$ cat config.mk
export PLATFORM = sky130hd
export DESIGN_NAME = ctrl_cfg_decoder_flat
export DESIGN_NICKNAME = d
export VERILOG_FILES = /design/src/rtl/ctrl_cfg_decoder_pkg.sv /design/src/rtl/ctrl_cfg_decoder_if.sv /design/src/rtl/ctrl_cfg_decoder_sat_counter.sv /design/src/rtl/ctrl_cfg_decoder.sv /design/src/flat_wrapper.sv
export SDC_FILE = /design/constraint.sdc
export NUM_CORES = 1
export LEC_CHECK = 0
export BUFFER_PORTS_ARGS = -buffer_cell sky130_fd_sc_hd__buf_2
export CORE_AREA = 2 2 449 451
export CTS_CLUSTER_SIZE = 14
export DETAILED_ROUTE_END_ITERATION = 10
export DIE_AREA = 0 0 451 453
export HOLD_SLACK_MARGIN = 0.08
export SLEW_MARGIN = 10
export SYNTH_ARGS = -nofsm -noshare
export SYNTH_HDL_FRONTEND = slang
export SYNTH_SLANG_ARGS = --single-unit
$ cat constraint.sdc
create_clock -name clk -period 2.3 [get_ports clk]
set_clock_uncertainty 0.05 [all_clocks]
set_input_delay 0.46 -clock clk [delete_from_list [all_inputs] [get_ports clk]]
set_output_delay 0.46 -clock clk [all_outputs]
set_load 0.02 [all_outputs]
$ cat src/rtl/ctrl_cfg_decoder_pkg.sv
// Shared definitions for the control-packet config decoder:
// header field offsets, FSM states and a saturating increment.
package ctrl_cfg_decoder_pkg;

  localparam int MOD_ID_LSB = 128;
  localparam int RES_ID_LSB = 136;
  localparam int IDX_LSB    = 144;
  localparam int MOD_ID_W   = 8;
  localparam int RES_ID_W   = 4;
  localparam int IDX_W      = 8;

  typedef enum logic [1:0] {
    BEAT0   = 2'd0,
    HDR     = 2'd1,
    WRITE   = 2'd2,
    DISCARD = 2'd3
  } state_e;

  // Increment that sticks at all-ones instead of wrapping.
  function automatic logic [15:0] sat_inc(input logic [15:0] v);
    return (v == 16'hFFFF) ? v : v + 16'd1;
  endfunction

endpackage

$ cat src/rtl/ctrl_cfg_decoder_if.sv
// Valid-only AXI-stream style bus carrying control packets.
interface ctrl_cfg_decoder_if #(
  parameter int DW = 256,
  parameter int UW = 128
);
  logic [DW-1:0]   tdata;
  logic [DW/8-1:0] tkeep;
  logic [UW-1:0]   tuser;
  logic            tvalid;
  logic            tlast;

  modport master (output tdata, tkeep, tuser, tvalid, tlast);
  modport slave  (input  tdata, tkeep, tuser, tvalid, tlast);
endinterface

$ cat src/rtl/ctrl_cfg_decoder_sat_counter.sv
// 16-bit saturating event counter with asynchronous active-low clear.
module sat_counter
  import ctrl_cfg_decoder_pkg::*;
(
  input  logic        clk_i,
  input  logic        clr_ni,
  input  logic        inc_i,
  output logic [15:0] cnt_o
);
  logic [15:0] cnt_q, cnt_d;

  // Next count: bump on inc, hold at 16'hFFFF once reached.
  always_comb cnt_d = inc_i ? sat_inc(cnt_q) : cnt_q;

  // Count register, cleared with the block reset.
  always_ff @(posedge clk_i or negedge clr_ni)
    if (!clr_ni) cnt_q <= '0;
    else         cnt_q <= cnt_d;

  assign cnt_o = cnt_q;
endmodule

$ cat src/rtl/ctrl_cfg_decoder.sv
// Control-packet decoder for one pipeline stage: forwards every beat one
// cycle later and turns payload beats of packets addressed to STAGE_ID
// into single-cycle table-write strobes.
module ctrl_cfg_decoder
  import ctrl_cfg_decoder_pkg::*;
#(
  parameter int         C_S_AXIS_DATA_WIDTH  = 256,
  parameter int         C_S_AXIS_TUSER_WIDTH = 128,
  parameter logic [7:0] STAGE_ID             = 8'h00,
  parameter int         TBL_ADDR_W           = 5
) (
  input  logic                           clk,
  input  logic                           aresetn,
  ctrl_cfg_decoder_if.slave              ctrl_s_axis,
  ctrl_cfg_decoder_if.master             ctrl_m_axis,
  output logic                           cfg_wr_en,
  output logic [3:0]                     cfg_wr_res,
  output logic [TBL_ADDR_W-1:0]          cfg_wr_addr,
  output logic [C_S_AXIS_DATA_WIDTH-1:0] cfg_wr_data,
  output logic [15:0]                    stat_hit_cnt,
  output logic [15:0]                    stat_err_cnt
);
  localparam int DW = C_S_AXIS_DATA_WIDTH;
  localparam int UW = C_S_AXIS_TUSER_WIDTH;
  // One spare MSB so running past the last table entry is visible.
  localparam int IW = TBL_ADDR_W + 1;

  state_e                state_q, state_d;
  logic [IW-1:0]         idx_q, idx_d;
  logic [RES_ID_W-1:0]   res_q, res_d;
  logic                  wr_fire, hit_inc, err_inc;

  logic                  vld, last;
  logic [MOD_ID_W-1:0]   mod_id;
  logic [RES_ID_W-1:0]   res_id;
  logic [IDX_W-1:0]      start_idx;
  logic                  mod_hit, idx_ok;

  assign vld       = ctrl_s_axis.tvalid;
  assign last      = ctrl_s_axis.tlast;
  assign mod_id    = ctrl_s_axis.tdata[MOD_ID_LSB +: MOD_ID_W];
  assign res_id    = ctrl_s_axis.tdata[RES_ID_LSB +: RES_ID_W];
  assign start_idx = ctrl_s_axis.tdata[IDX_LSB +: IDX_W];
  assign mod_hit   = (mod_id == STAGE_ID);
  assign idx_ok    = int'(start_idx) < (1 << TBL_ADDR_W);

  // FSM state register.
  always_ff @(posedge clk or negedge aresetn)
    if (!aresetn) state_q <= BEAT0;
    else          state_q <= state_d;

  // FSM next state; only valid beats move it, tlast always returns to BEAT0.
  always_comb begin
    state_d = state_q;
    if (vld) begin
      case (state_q)
        BEAT0:   state_d = last ? BEAT0 : HDR;
        HDR:     state_d = last ? BEAT0 : ((mod_hit && idx_ok) ? WRITE : DISCARD);
        WRITE:   state_d = last ? BEAT0 : (idx_q[IW-1] ? DISCARD : WRITE);
        default: state_d = last ? BEAT0 : DISCARD;
      endcase
    end
  end

  // FSM outputs: write strobe, counter bumps and header/index updates.
  always_comb begin
    wr_fire = 1'b0;
    hit_inc = 1'b0;
    err_inc = 1'b0;
    idx_d   = idx_q;
    res_d   = res_q;
    case (state_q)
      BEAT0: err_inc = vld && last;
      HDR: if (vld) begin
        res_d   = res_id;
        idx_d   = IW'(start_idx);
        // A header-only packet still counts as a hit but never as an error.
        hit_inc = mod_hit && (last || idx_ok);
        err_inc = mod_hit && !idx_ok && !last;
      end
      WRITE: if (vld) begin
        wr_fire = !idx_q[IW-1];
        err_inc = idx_q[IW-1];
        if (!idx_q[IW-1]) idx_d = idx_q + IW'(1);
      end
      default: ;
    endcase
  end

  // Latched header fields and running table index.
  always_ff @(posedge clk or negedge aresetn)
    if (!aresetn) begin
      idx_q <= '0;
      res_q <= '0;
    end else begin
      idx_q <= idx_d;
      res_q <= res_d;
    end

  logic [DW-1:0]   fwd_tdata_q;
  logic [DW/8-1:0] fwd_tkeep_q;
  logic [UW-1:0]   fwd_tuser_q;
  logic            fwd_tvalid_q, fwd_tlast_q;

  // Forward register and write port, both one cycle behind the input beat.
  always_ff @(posedge clk or negedge aresetn)
    if (!aresetn) begin
      fwd_tdata_q  <= '0;
      fwd_tkeep_q  <= '0;
      fwd_tuser_q  <= '0;
      fwd_tvalid_q <= 1'b0;
      fwd_tlast_q  <= 1'b0;
      cfg_wr_en    <= 1'b0;
      cfg_wr_res   <= '0;
      cfg_wr_addr  <= '0;
      cfg_wr_data  <= '0;
    end else begin
      fwd_tdata_q  <= ctrl_s_axis.tdata;
      fwd_tkeep_q  <= ctrl_s_axis.tkeep;
      fwd_tuser_q  <= ctrl_s_axis.tuser;
      fwd_tvalid_q <= ctrl_s_axis.tvalid;
      fwd_tlast_q  <= ctrl_s_axis.tlast;
      cfg_wr_en    <= wr_fire;
      if (wr_fire) begin
        cfg_wr_res  <= res_q;
        cfg_wr_addr <= idx_q[TBL_ADDR_W-1:0];
        cfg_wr_data <= ctrl_s_axis.tdata;
      end
    end

  assign ctrl_m_axis.tdata  = fwd_tdata_q;
  assign ctrl_m_axis.tkeep  = fwd_tkeep_q;
  assign ctrl_m_axis.tuser  = fwd_tuser_q;
  assign ctrl_m_axis.tvalid = fwd_tvalid_q;
  assign ctrl_m_axis.tlast  = fwd_tlast_q;

  sat_counter u_hit_cnt (.clk_i(clk), .clr_ni(aresetn), .inc_i(hit_inc), .cnt_o(stat_hit_cnt));
  sat_counter u_err_cnt (.clk_i(clk), .clr_ni(aresetn), .inc_i(err_inc), .cnt_o(stat_err_cnt));

endmodule

$ cat src/flat_wrapper.sv
// flat-port wrapper written by rule: the top's interface ports become plain ports
module ctrl_cfg_decoder_flat import ctrl_cfg_decoder_pkg::*;
#(
  parameter int         C_S_AXIS_DATA_WIDTH  = 256,
  parameter int         C_S_AXIS_TUSER_WIDTH = 128,
  parameter logic [7:0] STAGE_ID             = 8'h00,
  parameter int         TBL_ADDR_W           = 5
)
  (clk, aresetn, cfg_wr_en, cfg_wr_res, cfg_wr_addr, cfg_wr_data, stat_hit_cnt, stat_err_cnt, ctrl_s_axis_tdata, ctrl_s_axis_tkeep, ctrl_s_axis_tuser, ctrl_s_axis_tvalid, ctrl_s_axis_tlast, ctrl_m_axis_tdata, ctrl_m_axis_tkeep, ctrl_m_axis_tuser, ctrl_m_axis_tvalid, ctrl_m_axis_tlast);
  ctrl_cfg_decoder_if #(.DW((256)), .UW((128))) ctrl_s_axis_i ();
  ctrl_cfg_decoder_if #(.DW((256)), .UW((128))) ctrl_m_axis_i ();
  input  logic clk;
  input  logic aresetn;
  output logic cfg_wr_en;
  output logic [3:0] cfg_wr_res;
  output logic [TBL_ADDR_W-1:0] cfg_wr_addr;
  output logic [C_S_AXIS_DATA_WIDTH-1:0] cfg_wr_data;
  output logic [15:0] stat_hit_cnt;
  output logic [15:0] stat_err_cnt;
  input wire logic [$bits(ctrl_s_axis_i.tdata)-1:0] ctrl_s_axis_tdata;
  input wire logic [$bits(ctrl_s_axis_i.tkeep)-1:0] ctrl_s_axis_tkeep;
  input wire logic [$bits(ctrl_s_axis_i.tuser)-1:0] ctrl_s_axis_tuser;
  input wire logic [$bits(ctrl_s_axis_i.tvalid)-1:0] ctrl_s_axis_tvalid;
  input wire logic [$bits(ctrl_s_axis_i.tlast)-1:0] ctrl_s_axis_tlast;
  output wire logic [$bits(ctrl_m_axis_i.tdata)-1:0] ctrl_m_axis_tdata;
  output wire logic [$bits(ctrl_m_axis_i.tkeep)-1:0] ctrl_m_axis_tkeep;
  output wire logic [$bits(ctrl_m_axis_i.tuser)-1:0] ctrl_m_axis_tuser;
  output wire logic [$bits(ctrl_m_axis_i.tvalid)-1:0] ctrl_m_axis_tvalid;
  output wire logic [$bits(ctrl_m_axis_i.tlast)-1:0] ctrl_m_axis_tlast;
  assign ctrl_s_axis_i.tdata = ctrl_s_axis_tdata;
  assign ctrl_s_axis_i.tkeep = ctrl_s_axis_tkeep;
  assign ctrl_s_axis_i.tuser = ctrl_s_axis_tuser;
  assign ctrl_s_axis_i.tvalid = ctrl_s_axis_tvalid;
  assign ctrl_s_axis_i.tlast = ctrl_s_axis_tlast;
  assign ctrl_m_axis_tdata = ctrl_m_axis_i.tdata;
  assign ctrl_m_axis_tkeep = ctrl_m_axis_i.tkeep;
  assign ctrl_m_axis_tuser = ctrl_m_axis_i.tuser;
  assign ctrl_m_axis_tvalid = ctrl_m_axis_i.tvalid;
  assign ctrl_m_axis_tlast = ctrl_m_axis_i.tlast;
  ctrl_cfg_decoder #(.C_S_AXIS_DATA_WIDTH(C_S_AXIS_DATA_WIDTH), .C_S_AXIS_TUSER_WIDTH(C_S_AXIS_TUSER_WIDTH), .STAGE_ID(STAGE_ID), .TBL_ADDR_W(TBL_ADDR_W)) u_core (.clk(clk), .aresetn(aresetn), .ctrl_s_axis(ctrl_s_axis_i), .ctrl_m_axis(ctrl_m_axis_i), .cfg_wr_en(cfg_wr_en), .cfg_wr_res(cfg_wr_res), .cfg_wr_addr(cfg_wr_addr), .cfg_wr_data(cfg_wr_data), .stat_hit_cnt(stat_hit_cnt), .stat_err_cnt(stat_err_cnt));
endmodule
==> impl_metrics.json, run 1 <==
{
  "p_switching_mw": 14.8,
  "synth_nets": 2185,
  "gp_congestion": 0.977,
  "vias_per_cell": 3.32,
  "p_leak_nw": 19.6,
  "fillCellCount": 21760,
  "cp.arrival_ps": 2730,
  "antenna_found_initial": 147,
  "synth.area.mux_share_pct": 0.541,
  "place_area_um2": 32300,
  "portBuffers": 1135,
  "layout_commonest_cell": "buf_2",
  "grt_max_degree": 118,
  "synth_top_family_by_area": "simple AND/OR/NAND/NOR gates",
  "cpPeakStageDelay_ps": 530,
  "synth_cells": 1758,
  "slew_viol_final": 0,
  "netlist-cell-type-count": 46,
  "drt_iter0_markers": 1660,
  "clock-root-buffer": "clkbuf_16",
  "layout_min_cycle_time_ps": 2190,
  "wl_per_cell_um": 24.4,
  "worst_path_max_delay_cell": "dlygate4sd3_1",
  "pwr-share-comb_pct": 27.2,
  "die_area_um2": 204000,
  "die_h_um": 453,
  "clkPwrFrac_pct": 32.0,
  "start_kind": "primary input",
  "fin_nets": 3825,
  "wl_mm": 150,
  "dr.pass1.iters": 5,
  "die_w_um": 451,
  "cp-end-kind": "flip-flop",
  "cts_made_buffers": 80,
  "max_freq_ghz": 0.457,
  "top_level_ports": 1136,
  "grt_overflow": 0,
  "htree_levels": 3,
  "rsz0062_at_grt": "yes",
  "avgSynthCellArea_um2": 12.9,
  "drive_above_1_share_pct": 39.0,
  "seq_power_share_pct": 40.8,
  "path_max_fanout": 4,
  "synthAdderAreaFrac_pct": 0.386,
  "layout_common_cells": "buf_2 (1134), nand2_1 (806), dfrtp_1 (728), dlygate4sd3_1 (419), clkbuf_16 (80)",
  "synth_xor_area_share_pct": 0.889,
  "core_area_um2": 199000,
  "power_switching_share_pct": 35.8,
  "async_flop_share_pct": 100,
  "wl_met1_mm": 54.8,
  "synth_compound_area_share_pct": 1.08,
  "power.internal_mw": 26.5,
  "ir_worst_vdd_mv": 0.554,
  "outcome": "finished clean",
  "fin_crit_sh_pct": 95.2,
  "clkTransAtPathRegs_ps": 60,
  "met3_length_mm": 13.8,
  "start_util_pct": 11.4,
  "yosys_warnings": 0,
  "power_density_nw_per_um2": 1050,
  "tns_ps": 0,
  "row_count": 164,
  "gr-usage-all-layers_pct": 14.2,
  "crit_type": "primary input to flip-flop",
  "synth_edf_count": 0,
  "first_global_vias": 20488,
  "cap_violations": 0,
  "drc": 0,
  "synth_seq_cells": 728,
  "grt_pass1_wl_mm": 192,
  "multi_input_area_um2": 4190,
  "clk_latency_ps": 700,
  "cts_buffer_depth": 3,
  "worstMarginPinSlew_ps": 693,
  "cts_tree": "built",
  "fin_area_um2": 39200,
  "relSlewSlack_pct": 53.8,
  "synth-simple-area-share_pct": 15.6,
  "netlist_area_um2": 22700,
  "hold_viol_final": 0,
  "vias": 20438,
  "place_hpwl_mm": 128,
  "worstPathRequired_ps": 2840,
  "crit_path_cell_trace": "dlygate4sd3_1 -> buf_2 -> nor4_4 -> buf_12 -> o2111ai_2 -> nor4_1 -> mux2_2",
  "topRoutingLayerUsed": "met5",
  "ys_seq_area_share_pct": 80.4,
  "total_power_mw": 41.2,
  "setup_viol": 0,
  "wl_met2_mm": 75.4,
  "syn2layout_area_growth_pct": 73.1,
  "hold_path_class": "primary input to async pin",
  "antenna_left": 0,
  "cts_sinks": 728,
  "seq_area_um2": 18200,
  "ys.flop_type": "dfrtp_1",
  "post_cts_buffers": 0
}
[state kept, by name, summed over array words and instances (netlist names), 5 cells and up]
name / cells
u_core.u_err_cnt.cnt_o: 16
u_core.ctrl_m_axis.tkeep: 32
u_core.idx_q: 6
u_core.ctrl_m_axis.tdata: 256
u_core.u_hit_cnt.cnt_o: 16
u_core.cfg_wr_addr: 5
u_core.ctrl_m_axis.tuser: 128
u_core.cfg_wr_data: 256
[final timing paths]
kind | from | to | slack, ps | cells after the start
min reg2reg | u_core.cfg_wr_data[226]$_DFFE_PN0P_ | u_core.cfg_wr_data[226]$_DFFE_PN0P_ | 420 | 2
max | ctrl_s_axis_tdata[134] | u_core.u_hit_cnt.cnt_o[15]$_DFFE_PN0P_ | 110 | 7
max reg2reg | u_core.state_q[0]$_DFFE_PN0P_ | u_core.cfg_wr_data[85]$_DFFE_PN0P_ | 150 | 7
min | aresetn | u_core.ctrl_m_axis.tdata[243]$_DFF_PN0_ | 220 | 2
min in group clk | ctrl_s_axis_tuser[59] | u_core.ctrl_m_axis.tuser[59]$_DFF_PN0_ | 330 | 2
max in group asynchronous | aresetn | u_core.cfg_wr_data[73]$_DFFE_PN0P_ | 960 | 3
[what timing repair did]
| action | 4_1_cts | 5_1_grt |
|---|---|---|
| gates resized for setup | 0 | 1 |
| endpoints found under the setup margin | 0 | 2 |
| hold endpoints to repair | 794 | 0 |
| hold buffers | 419 | 0 |
[synthesized netlist by cell type (2+ instances only)]
cell       number  share of area (%)
nor4_4          2               0.19
and3_1          9               0.25
nand2b_1        5               0.14
o2111ai_2       2               0.13
buf_2           6               0.13
nand4b_1        2              0.077
clkbuf_1       46               0.76
mux2_2          9               0.45
ha_1            7               0.39
nor3_1          5               0.11
nor2_1          7               0.12
a21oi_1         9               0.20
nand2_1       806                 13
a31oi_1         2              0.055
o22a_1          2              0.077
xor2_1          3               0.12
and4_1          2              0.077
inv_1           4              0.066
nand3_1        25               0.55
o21a_1          2              0.066
buf_1          11               0.18
nand4_1        10               0.28
o21ai_0         6               0.13
o22ai_1         6               0.17
and4b_1         2              0.088
xnor2_1        20               0.77
nor4_1          2              0.055
dfrtp_1       728                 80
[layer usage]
metal,up-vias,global-route usage (%)
li1,8819,-
met3,314,4.92
met5,-,0
met1,10235,16.0
met4,50,5.05
met2,1020,24.7
[power by group through the flow]
stage	logic, mW	clock network, mW	registers (mW)
after global routing	11.9	14.0	17.1
after global placement	10.5	0	16.9
final	11.2	13.2	16.8
after floorplan	2.07	0	19.9
after detailed placement	10.6	0	17.0
after CTS	11.4	13.6	16.8
[area by class of cell]
type | count | share of cell area, %
Antenna cell | 45 | 0.287
Clock buffer | 109 | 5.81
Clock inverter | 25 | 0.928
Inverter | 5 | 0.0670
Multi-Input combinational cell | 961 | 10.7
Sequential cell | 728 | 46.4
Tap cell | 2656 | 8.47
Timing Repair Buffer | 1622 | 27.3
[worst max-delay path, delay by kind of cell]
kind	cells	cell delay (ps)
and+or+nand+nor	2	850
buffers and inverters	3	860
muxes	1	370
AOI/OAI and AO/OA	1	180
[cell families (layout without fill, tap and decap cells)]
kind of cell,count (synthesis),in the layout
other cells,0,45
compound gates,35,35
mux,11,11
buf+inv,69,1761
fa+ha+maj,7,7
simple gates,885,885
flops,728,728
xor+xnor,23,23
[through the flow]
step | setup WS (ps) | hold WS [ps] | utilization [%] | cells
final | 110 | 223 | 19.7 | 6151
after global routing | -1.66 | 207 | 19.7 | 6123
after CTS | 110 | 179 | 19.6 | 6106
after detailed placement | -110 | 386 | 16.2 | 5553
after global placement | -163 | 376 | 16.2 | 5553
after floorplan | 336 | 114 | - | 1758
Power figures use the tool's default switching activity.
==> inputs of run 2 (changes only) <==
--- a/config.mk
+++ b/config.mk
@@ -11,6 +11,7 @@
 export DETAILED_ROUTE_END_ITERATION = 10
 export DIE_AREA = 0 0 451 453
 export HOLD_SLACK_MARGIN = 0.08
+export REMOVE_ABC_BUFFERS = 1
 export SLEW_MARGIN = 10
 export SYNTH_ARGS = -nofsm -noshare
 export SYNTH_HDL_FRONTEND = slang
==> run 2 against run 1 <==
  * Sequential power about the same
  * Critical path depth up 1
  * Maximum frequency down 2.9%
  * Global-route usage down 0.86 points
  * Final cell count up 0.34%
  * Die area unchanged
  * Clock-buffer cell count up 10
  * Core utilization up 0.15 points
  * Sequential share of layout area down 0.34 points
  * Largest cell class unchanged
==> impl_metrics.json, run 2 (synthesized netlist as in run 1, its figures left out) <==
{
  "layout_commonest_cell": "buf_2",
  "layout_min_cycle_time_ps": 2260,
  "row_count": 164,
  "die_w_um": 451,
  "fin_crit_sh_pct": 98.1,
  "cap_violations": 0,
  "final_util_pct": 19.8,
  "syn2layout_area_growth_pct": 74.4,
  "hold_viol_final": 0,
  "crit_type": "primary input to flip-flop",
  "htree_levels": 3,
  "multi_input_area_um2": 4210,
  "hold_path_class": "primary input to async pin",
  "gp_congestion": 0.978,
  "cp.arrival_ps": 2780,
  "post_cts_buffers": 0,
  "die_area_um2": 204000,
  "drive_above_1_share_pct": 39.4,
  "drt_iter0_markers": 1548,
  "r2r_setup_slack_ps": 210,
  "core_area_um2": 199000,
  "final-instance-count-excl-fill": 6172,
  "start_kind": "primary input",
  "layout_common_cells": "buf_2 (1134), nand2_1 (806), dfrtp_1 (728), dlygate4sd3_1 (419), clkbuf_16 (84)",
  "r2r_end": "u_core.u_hit_cnt.cnt_o[15]$_DFFE_PN0P_",
  "rr_worst_depth": 7,
  "portBuffers": 1135,
  "outcome": "finished clean",
  "cts_made_buffers": 83,
  "max_freq_ghz": 0.443,
  "clk_latency_ps": 680,
  "fillCellCount": 21747,
  "antenna_left": 0,
  "setup_viol": 0,
  "critPathLaunch": "ctrl_s_axis_tdata[134]",
  "top_level_ports": 1136,
  "clkTransAtPathRegs_ps": 60,
  "antenna_found_initial": 137,
  "worstMarginPinSlew_ps": 653,
  "grt_max_degree": 107,
  "cts_buffer_depth": 3,
  "cts_sinks": 728,
  "slew_viol_final": 0,
  "relSlewSlack_pct": 56.5,
  "rsz0062_at_grt": "no",
  "start_util_pct": 11.4,
  "wl_mm": 141,
  "placed_cells": 5560,
  "gr-usage-all-layers_pct": 13.3,
  "dr.pass1.iters": 5,
  "path_max_fanout": 4,
  "fin_nets": 3835,
  "power_density_nw_per_um2": 1050,
  "vias": 20714,
  "ir_worst_vdd_mv": 0.570,
  "cts_tree": "built",
  "r2r-start": "u_core.state_q[1]$_DFFE_PN0P_",
  "place_hpwl_mm": 116,
  "total_power_mw": 41.7,
  "grt_pass1_wl_mm": 185,
  "grt_overflow": 0,
  "worstPathRequired_ps": 2830,
  "seq_area_um2": 18200,
  "vias_per_cell": 3.36,
  "first_global_vias": 20905,
  "wl_per_cell_um": 22.8,
  "clock-root-buffer": "clkbuf_16",
  "drc": 0,
  "die_h_um": 453,
  "cp-end-kind": "flip-flop",
  "p_leak_nw": 19.7
}
run 2: cell count changes in the layout (fill, tap and decap cells not counted), moves of 4 or more:
cell        delta
clkinvlp_4     +4
diode_2        -5
buf_4          +7
clkbuf_16      +4
run 2: stage by stage:
stage                     setup WS, ps  TNS [ps]  area, µm²  hold WS [ps]
after global routing              38.5         0      39500           291
final                             43.8         0      39500           341
after detailed placement          -215     -1130      32300           404
after global placement            -226     -1170      32300           403
after floorplan                 -10080  -2652940      22400           114
after CTS                         38.1         0      39400           245
run 2: worst max path at each step:
stage          slack (ps)                                      to
3_5_place_dp         -220  u_core.u_hit_cnt.cnt_o[15]$_DFFE_PN0P_
5_1_grt                40  u_core.u_hit_cnt.cnt_o[15]$_DFFE_PN0P_
2_1_floorplan      -10080              u_core.cfg_wr_en$_DFF_PN0_
3_3_place_gp         -230  u_core.u_hit_cnt.cnt_o[15]$_DFFE_PN0P_
4_1_cts                40  u_core.u_hit_cnt.cnt_o[15]$_DFFE_PN0P_
6_report               40  u_core.u_hit_cnt.cnt_o[15]$_DFFE_PN0P_
run 2: worst max-delay path: stages:
cell,delay [ps]
dlygate4sd3_1,550
buf_2,160
nor4_4,420
buf_4,220
o2111ai_4,150
buf_6,180
nor4_2,280
mux2_2,360
run 2: cell type report:
cell class / instances / area share [%]
clock inverters: 34 / 1.14
inverters: 5 / 0.0665
multi-input cells: 961 / 10.6
flip-flops and latches: 728 / 46.1
diodes: 40 / 0.253
clock buffers: 119 / 6.16
well taps: 2656 / 8.41
repair buffers: 1629 / 27.3
run 2: power by group:
part	switching (mW)	total, mW	internal (mW)
sequential	1.47	16.8	15.4
clock	5.89	13.9	8.03
combinational	7.39	10.9	3.56
total	14.7	41.7	27.0
run 2: timing repair:
action,CTS,global route
endpoints found under the hold margin,720,0
hold buffers,419,0
setup endpoints to repair,0,3
gates resized for setup,0,4
run 2: layer usage:
layer	up-vias	routed length [µm]	GRT usage (%)
met4	62	7440	5.89
li1	8866	-	-
met3	383	9780	3.76
met5	-	429	0
met1	10313	51300	14.7
met2	1090	72100	23.7
